[config.mk]
export PLATFORM = sky130hd
export DESIGN_NAME = intr_controller
export DESIGN_NICKNAME = d
export VERILOG_FILES = /design/src/rtl/intr_controller_pkg.sv /design/src/rtl/intr_controller.sv
export SDC_FILE = /design/constraint.sdc
export NUM_CORES = 1
export LEC_CHECK = 0
export ABC_AREA = 1
export CAP_MARGIN = 30
export CORE_MARGIN = 2
export CORE_UTILIZATION = 43
export DETAILED_ROUTE_END_ITERATION = 12
export GPL_TIMING_DRIVEN = 0
export PLACE_DENSITY = 0.89
export SYNTH_ARGS = -nofsm -noshare
export SYNTH_HDL_FRONTEND = slang
export SYNTH_SLANG_ARGS = --single-unit
export TNS_END_PERCENT = 100
[constraint.sdc]
create_clock -name clk -period 1.7 [get_ports clk]
set_clock_uncertainty 0.15 [all_clocks]
set_input_delay 0.255 -clock clk [delete_from_list [all_inputs] [get_ports clk]]
set_output_delay 0.255 -clock clk [all_outputs]
set_load 0.03 [all_outputs]
[src/rtl/intr_controller_pkg.sv]
// Shared definitions for the interrupt sequencer: default sizing, the
// location of the ISR vector in unified memory, and the FSM state encoding.
package intr_controller_pkg;

    localparam int DEFAULT_ADDR_W       = 8;
    localparam int DEFAULT_DRAIN_CYCLES = 3;

    // The memory side decodes vec_rd as a read of this address.
    localparam logic [7:0] VECTOR_ADDR = 8'h01;

    localparam logic [2:0] ST_IDLE    = 3'd0;
    localparam logic [2:0] ST_DRAIN   = 3'd1;
    localparam logic [2:0] ST_SAVE    = 3'd2;
    localparam logic [2:0] ST_VECTOR  = 3'd3;
    localparam logic [2:0] ST_ENTER   = 3'd4;
    localparam logic [2:0] ST_ACTIVE  = 3'd5;
    localparam logic [2:0] ST_RESTORE = 3'd6;

    typedef enum logic [2:0] {
        IDLE    = ST_IDLE,
        DRAIN   = ST_DRAIN,
        SAVE    = ST_SAVE,
        VECTOR  = ST_VECTOR,
        ENTER   = ST_ENTER,
        ACTIVE  = ST_ACTIVE,
        RESTORE = ST_RESTORE
    } state_t;

endpackage

[src/rtl/intr_controller.sv]
// Interrupt sequencer beside the decode stage. Catches a rising edge on the
// interrupt pin, waits for an instruction boundary, drains the pipeline,
// saves PC and flags, fetches the ISR address from the vector slot and
// redirects fetch. Further service is masked until RTI retires.
module intr_controller
    import intr_controller_pkg::*;
#(
    parameter int ADDR_W       = DEFAULT_ADDR_W,
    parameter int DRAIN_CYCLES = DEFAULT_DRAIN_CYCLES
) (
    input  logic              clk,
    input  logic              reset,
    input  logic              interrupt,
    input  logic              pipe_busy,
    input  logic [ADDR_W-1:0] pc_F,
    input  logic              branch_taken,
    input  logic [ADDR_W-1:0] branch_target,
    input  logic [7:0]        mem_rdata,
    input  logic              rti_retire,
    output logic              stall_F,
    output logic              flush_D,
    output logic              push_pc,
    output logic [ADDR_W-1:0] save_pc,
    output logic              save_flags,
    output logic              restore_flags,
    output logic              vec_rd,
    output logic              pc_load,
    output logic [ADDR_W-1:0] pc_target,
    output logic              intr_ack,
    output logic              intr_active
);

    localparam int CNT_W = (DRAIN_CYCLES > 1) ? $clog2(DRAIN_CYCLES) : 1;
    localparam logic [CNT_W-1:0] DRAIN_LOAD = CNT_W'(DRAIN_CYCLES - 1);

    state_t            state;
    state_t            next_state;
    logic              int_prev;
    logic              pending;
    logic              start_drain;
    logic [CNT_W-1:0]  counter;
    logic [ADDR_W-1:0] save_pc_q;
    logic [ADDR_W-1:0] pc_target_q;

    assign start_drain = (state == IDLE) && pending && !pipe_busy;

    // State register; reset overrides every transition.
    always_ff @(posedge clk) begin
        if (reset) begin
            state <= IDLE;
        end else begin
            state <= next_state;
        end
    end

    // Next-state logic: drain for a fixed count, then one cycle each of
    // save, vector fetch and entry; stay in the ISR until RTI retires.
    always_comb begin
        next_state = state;
        case (state)
            IDLE:    if (start_drain) next_state = DRAIN;
            DRAIN:   if (counter == '0) next_state = SAVE;
            SAVE:    next_state = VECTOR;
            VECTOR:  next_state = ENTER;
            ENTER:   next_state = ACTIVE;
            ACTIVE:  if (rti_retire) next_state = RESTORE;
            RESTORE: next_state = IDLE;
            default: next_state = IDLE;
        endcase
    end

    // Edge detector and pending latch; a level present during reset is
    // absorbed into int_prev so it never looks like a fresh edge afterwards.
    // A new edge wins over the clear that happens on entry to DRAIN.
    always_ff @(posedge clk) begin
        if (reset) begin
            int_prev <= interrupt;
            pending  <= 1'b0;
        end else begin
            int_prev <= interrupt;
            if (interrupt && !int_prev) begin
                pending <= 1'b1;
            end else if (start_drain) begin
                pending <= 1'b0;
            end
        end
    end

    // Drain counter, return address capture (latest taken branch wins) and
    // ISR address capture from the vector read.
    always_ff @(posedge clk) begin
        if (reset) begin
            counter     <= '0;
            save_pc_q   <= '0;
            pc_target_q <= '0;
        end else begin
            case (state)
                IDLE: begin
                    if (start_drain) begin
                        counter   <= DRAIN_LOAD;
                        save_pc_q <= branch_taken ? branch_target : pc_F;
                    end
                end
                DRAIN: begin
                    if (counter != '0) counter <= counter - 1'b1;
                    if (branch_taken) save_pc_q <= branch_target;
                end
                VECTOR: begin
                    pc_target_q <= ADDR_W'(mem_rdata);
                end
                default: begin
                end
            endcase
        end
    end

    // Moore outputs decoded from state, forced low while reset is asserted.
    always_comb begin
        stall_F       = 1'b0;
        flush_D       = 1'b0;
        push_pc       = 1'b0;
        save_flags    = 1'b0;
        restore_flags = 1'b0;
        vec_rd        = 1'b0;
        pc_load       = 1'b0;
        intr_ack      = 1'b0;
        intr_active   = 1'b0;
        if (!reset) begin
            case (state)
                DRAIN: begin
                    stall_F     = 1'b1;
                    flush_D     = 1'b1;
                    intr_active = 1'b1;
                end
                SAVE: begin
                    stall_F     = 1'b1;
                    push_pc     = 1'b1;
                    save_flags  = 1'b1;
                    intr_active = 1'b1;
                end
                VECTOR: begin
                    stall_F     = 1'b1;
                    vec_rd      = 1'b1;
                    intr_active = 1'b1;
                end
                ENTER: begin
                    pc_load     = 1'b1;
                    intr_ack    = 1'b1;
                    intr_active = 1'b1;
                end
                ACTIVE: begin
                    intr_active = 1'b1;
                end
                RESTORE: begin
                    restore_flags = 1'b1;
                    intr_active   = 1'b1;
                end
                default: begin
                end
            endcase
        end
    end

    assign save_pc   = reset ? '0 : save_pc_q;
    assign pc_target = reset ? '0 : pc_target_q;

endmodule

After elaboration in Yosys (flattened, before gate mapping)

Index checks and enable logic that the tools add are counted.

Input port bits: 30
Output and inout bits: 25
Logic and storage cells: 62
Register bits after elaboration: 23

Equality and inequality tests: 11
Reduce and logical (&&, ||, !) cells: 15
Multiplexer cells: 29
Add/subtract/negate cells: 1

Operators by type and width:

| operator            | count |
|---|---|
| $mux 8              | 5 |
| $pmux 3 s6          | 1 |
| $mux 1              | 16 |
| $pmux 8 s2          | 1 |
| $ne 2x2->1 const B  | 5 |
| $eq 3x3->1 const B  | 3 |
| $mux 3              | 3 |
| $reduce_and 3->1    | 3 |
| $eq 3x2->1 const B  | 2 |
| $reduce_bool 2->1   | 3 |
| $reduce_or 6->1     | 1 |
| $mux 2              | 2 |
| $pmux 2 s2          | 1 |
| $eq 3x1->1 const B  | 1 |
| $logic_and 1x1->1   | 3 |
| $logic_not 3->1     | 1 |
| $reduce_or 3->1     | 1 |
| $logic_not 1->1     | 2 |
| $logic_not 2->1     | 1 |
| $sub 2x1->2 const B | 1 |

Longest topological paths before layout

Depth in word-level cells: 5
Depth in mapped cells: 8
Mapped depth without buffers: 7

Worst setup path before layout

Ideal clock, no wire load.

Path type: register to output
Start point: register state[2]
End point: output port pc_load
Path buffers: 2
Required time: 1,295 ps
Path slack: -464 ps
Stages on the path, launching flop included: 5
Data arrival time: 1,759 ps
Path through: dfxtp_1 -> clkbuf_1 -> nand2_1 -> nor3_1 -> buf_4

Cells in the longest elaborated chain, start to end: 3

Ends and longest elaborated chain:

| what                     | RTL line              | source |
|---|---|---|
| start: declaration       | intr_controller.sv:36 | `state_t state;` |
| start signal: assignment | intr_controller.sv:52 | `state <= next_state;` |
| $eq 3x3->1               | --                    |  |
| $mux 1 (2 in series)     | --                    |  |
| end: declaration         | intr_controller.sv:27 | `output logic pc_load,` |

Every way passes these cells.

Worst setup path in the final report

Start point: register state[1]
End point: output port save_flags

Cells in the longest elaborated chain, start to end: 3

Ends and longest elaborated chain:

| what             | RTL line               | source |
|---|---|---|
| $eq 3x2->1       | intr_controller.sv:129 | `case (state)` |
| $mux 1           | intr_controller.sv:129 |  |
| $mux 1           | intr_controller.sv:128 | `if (!reset) begin` |
| end: declaration | intr_controller.sv:24  | `output logic save_flags,` |

Every way passes these cells.

==> run metrics <==
die width 60.35 um; Post-Layout Cell Count 339; final hold vios 0; final period utilization 1.025; Finished Cell Area 0.002172 sq mm; GRT Util Overall 0.2242; P_int 0.8052 mW; Initial Util 0.4508; Clock Power Share 0.224; synth unique cells 24; CP Capture Type output pin; placed cell area 0.001969 sq mm; CTS H-tree depth 1; Num CTS Buffers 3; vias in the first global route 1384; DIE HEIGHT 60.35 um; post-DP HPWL 2625 um; post-synth top area share 0.3373; IO Port Bufs 53; fin worst setup slack -42.68 ps; post-synthesis sequential area ratio 0.3373; # IOs 55; hold_buf cts 0; Gate power share 0.288; antenna viol nets, final 0; Core Region 0.003028 sq mm; synthesized area 0.001365 sq mm; Max Clock Freq 573.8 MHz; fillers 238; fin. max-slew vios 0; RSZ-0062 raised after global routing true; flops & latches, synth 23; final setup fails 3; complex-gate fraction of the synthesized area 0.1008; full die area 0.003642 sq mm; Slowest Stage Delay on Critical Path 410 ps; drt drc 0; synth top area cells dfxtp_1 34%, nand2_1 16%, nor2_1 12%; Clock Sinks 23; first-pass GRT wire length 6127 um; Sw Share 0.3146; CP Max Fanout 5; Yosys Warn Count 0; CP bufs+invs 3; share of cells above drive strength 1 0.2508; xor and xnor area share after synthesis 0; Avg Synthesized Cell Area 6.121 sq um; Max IR drop VDD 326.0 uV; Post-Syn Instances 223; Antenna Cells 0; Top delay family on crit path flip-flops; min Tclk post-route 1743 ps; clock slew at reported path FFs 120 ps; CP Launch Type register; GPL Wtd Cong 0.8744; GRT Residual Overflow 0; CTS tree built; main combinational cell family by area after synthesis simple AND/OR/NAND/NOR gates; DR iter-0 viols 88; PwrDens 540.9 mW/mm^2; critical-path cell list buf_6, nand3_4, nor2_4, buf_4, buf_6; initial antenna violation count 0; adder-cell share of the synthesized area 0.009166; leakage power 1.147 nW; Critical Path RT 1290 ps; Slew headroom 0.7601; mux cell area share after synthesis 0; Worst Tran Pin Value 359.9 ps; net switching power 0.3696 mW; drt wl/cell 12.85 um; Yosys top cell by area dfxtp_1; DR pass1 iterations 4; Mapped Nets 254; vias per std cell 4.912; Setup CP Type register to output pin; Arr. time, crit path 1340 ps; DRT Wirelength 4355 um; slowest CP cell dfxtp_4; most numerous cell on the critical path buf_6; Vias 1665; largest net degree at the start of global routing 13; Worst-Skew Late Latency 320 ps; Final nets 327; failing checks negative setup slack; worst hold path type input pin to register; Placed Cells incl. Taps 320; Flop pwr share 0.488; CTS root buf clkbuf_4; Area Growth Syn to Fin 59.12%; max-cap violations 0; clock tree buffer depth 2; status complete, but fails checks; Std-Cell Rows 20; Synth Area in Simple Gates 0.3813
[worst paths after layout]
| path | from | endpoint | slack, ps | cells after the start |
|---|---|---|---|---|
| max | state[1]$_SDFFE_PP0P_ | save_flags | -40 | 5 |
| min | branch_taken | save_pc_q[4]$_SDFFE_PP0P_ | 240 | 4 |
| max reg2reg | state[0]$_SDFFE_PP0P_ | save_pc_q[2]$_SDFFE_PP0P_ | -20 | 10 |
| min reg2reg | int_prev$_DFF_P_ | pending$_SDFFE_PP0P_ | 350 | 3 |
[cells in the mapped netlist (all sizes together)]
cell type / n
nand2: 59
nor2: 49
inv: 43
dfxtp: 23
nand3: 12
buf: 8
o21ai: 8
o32ai: 8
a21oi: 3
clkbuf: 3
nand4: 2
nor3: 2
a31o: 1
ha: 1
nand3b: 1
[registers in the layout, indices dropped and copies added (netlist names)]
signal and cells:
counter 2, pc_target_q 8, int_prev 1, save_pc_q 8, pending 1, state 3
[worst reg2reg max path: cells and delay by family (launching register included)]
family,cells,cell delay [ps]
simple gates,6,650
flops,1,390
buf+inv,4,470
[layout by cell type (no fill, tap or decap), drive strengths merged]
cell	instances
nand3	12
ha	1
a31o	1
clkbuf	11
inv	43
nand2	59
buf	37
dfxtp	23
nand4	2
clkdlybuf4s15	7
o21ai	8
a21oi	3
clkdlybuf4s50	27
nor3	2
nor2	49
o32ai	8
nand3b	1
dlygate4sd2	1
[cells by family (layout without fill, tap and decap cells)]
group                    count (synthesis)  after routing
AO/OA/AOI/OAI                           20             20
adder cells (fa/ha/maj)                  1              1
flip-flops                              23             23
AND/OR/NAND/NOR                        125            125
buffers and inverters                   54            126
[power by group through the flow]
stage          Combinational [mW]  Sequential (mW)  Clock (mW)
4_1_cts                     0.323            0.573       0.256
3_5_place_dp                0.307            0.589           0
6_report                    0.338            0.573       0.264
2_1_floorplan               0.182            0.586           0
3_3_place_gp                0.299            0.587           0
5_1_grt                     0.370            0.575       0.274
[stage by stage]
| step | util | hold WS (ps) | setup WS (ps) | power (mW) | setup TNS, ps |
|---|---|---|---|---|---|
| finish | 0.7174 | 238.3 | -42.68 | 1.175 | -94.94 |
| global route | 0.7174 | 264.1 | -79.18 | 1.218 | -393.2 |
| CTS | 0.6955 | 245.1 | -39.16 | 1.152 | -88.22 |
| detailed placement | 0.6504 | 313.7 | -1056 | 0.8955 | -18160 |
| floorplan | - | 132.7 | -53.87 | 0.7683 | -53.87 |
| global placement | 0.6504 | 298.3 | -1068 | 0.8868 | -17990 |
[layout make-up]
| type | instances | area, sq um | area share |
|---|---|---|---|
| multi-input combinational | 146 | 750.7 | 0.3456 |
| inverter | 43 | 166.4 | 0.07661 |
| tap | 44 | 55.05 | 0.02535 |
| sequential | 23 | 471.7 | 0.2172 |
| buffer | 11 | 111.4 | 0.05127 |
| timing repair buffer | 68 | 590.6 | 0.2719 |
| clock buffer | 4 | 26.28 | 0.01210 |
[repair_timing]
action / CTS / global route
cloned: 1 / 0
setup endpoints to repair: 25 / 18
resized for setup: 131 / 17
pin swaps: 1 / 6
setup buffers: 9 / 5
[layer usage]
metal / routed length (um) / part of all wire / global-route usage / vias to the layer above
met2: 2185 / 0.50 / 0.3851 / 68
met1: 1848 / 0.42 / 0.2857 / 767
li1: - / - / - / 821
met4: 87 / 0.020 / 0.08889 / 0
met3: 234 / 0.054 / 0.02772 / 9
met5: 0 / 0 / 0 / -
Power figures use the tool's default switching activity.
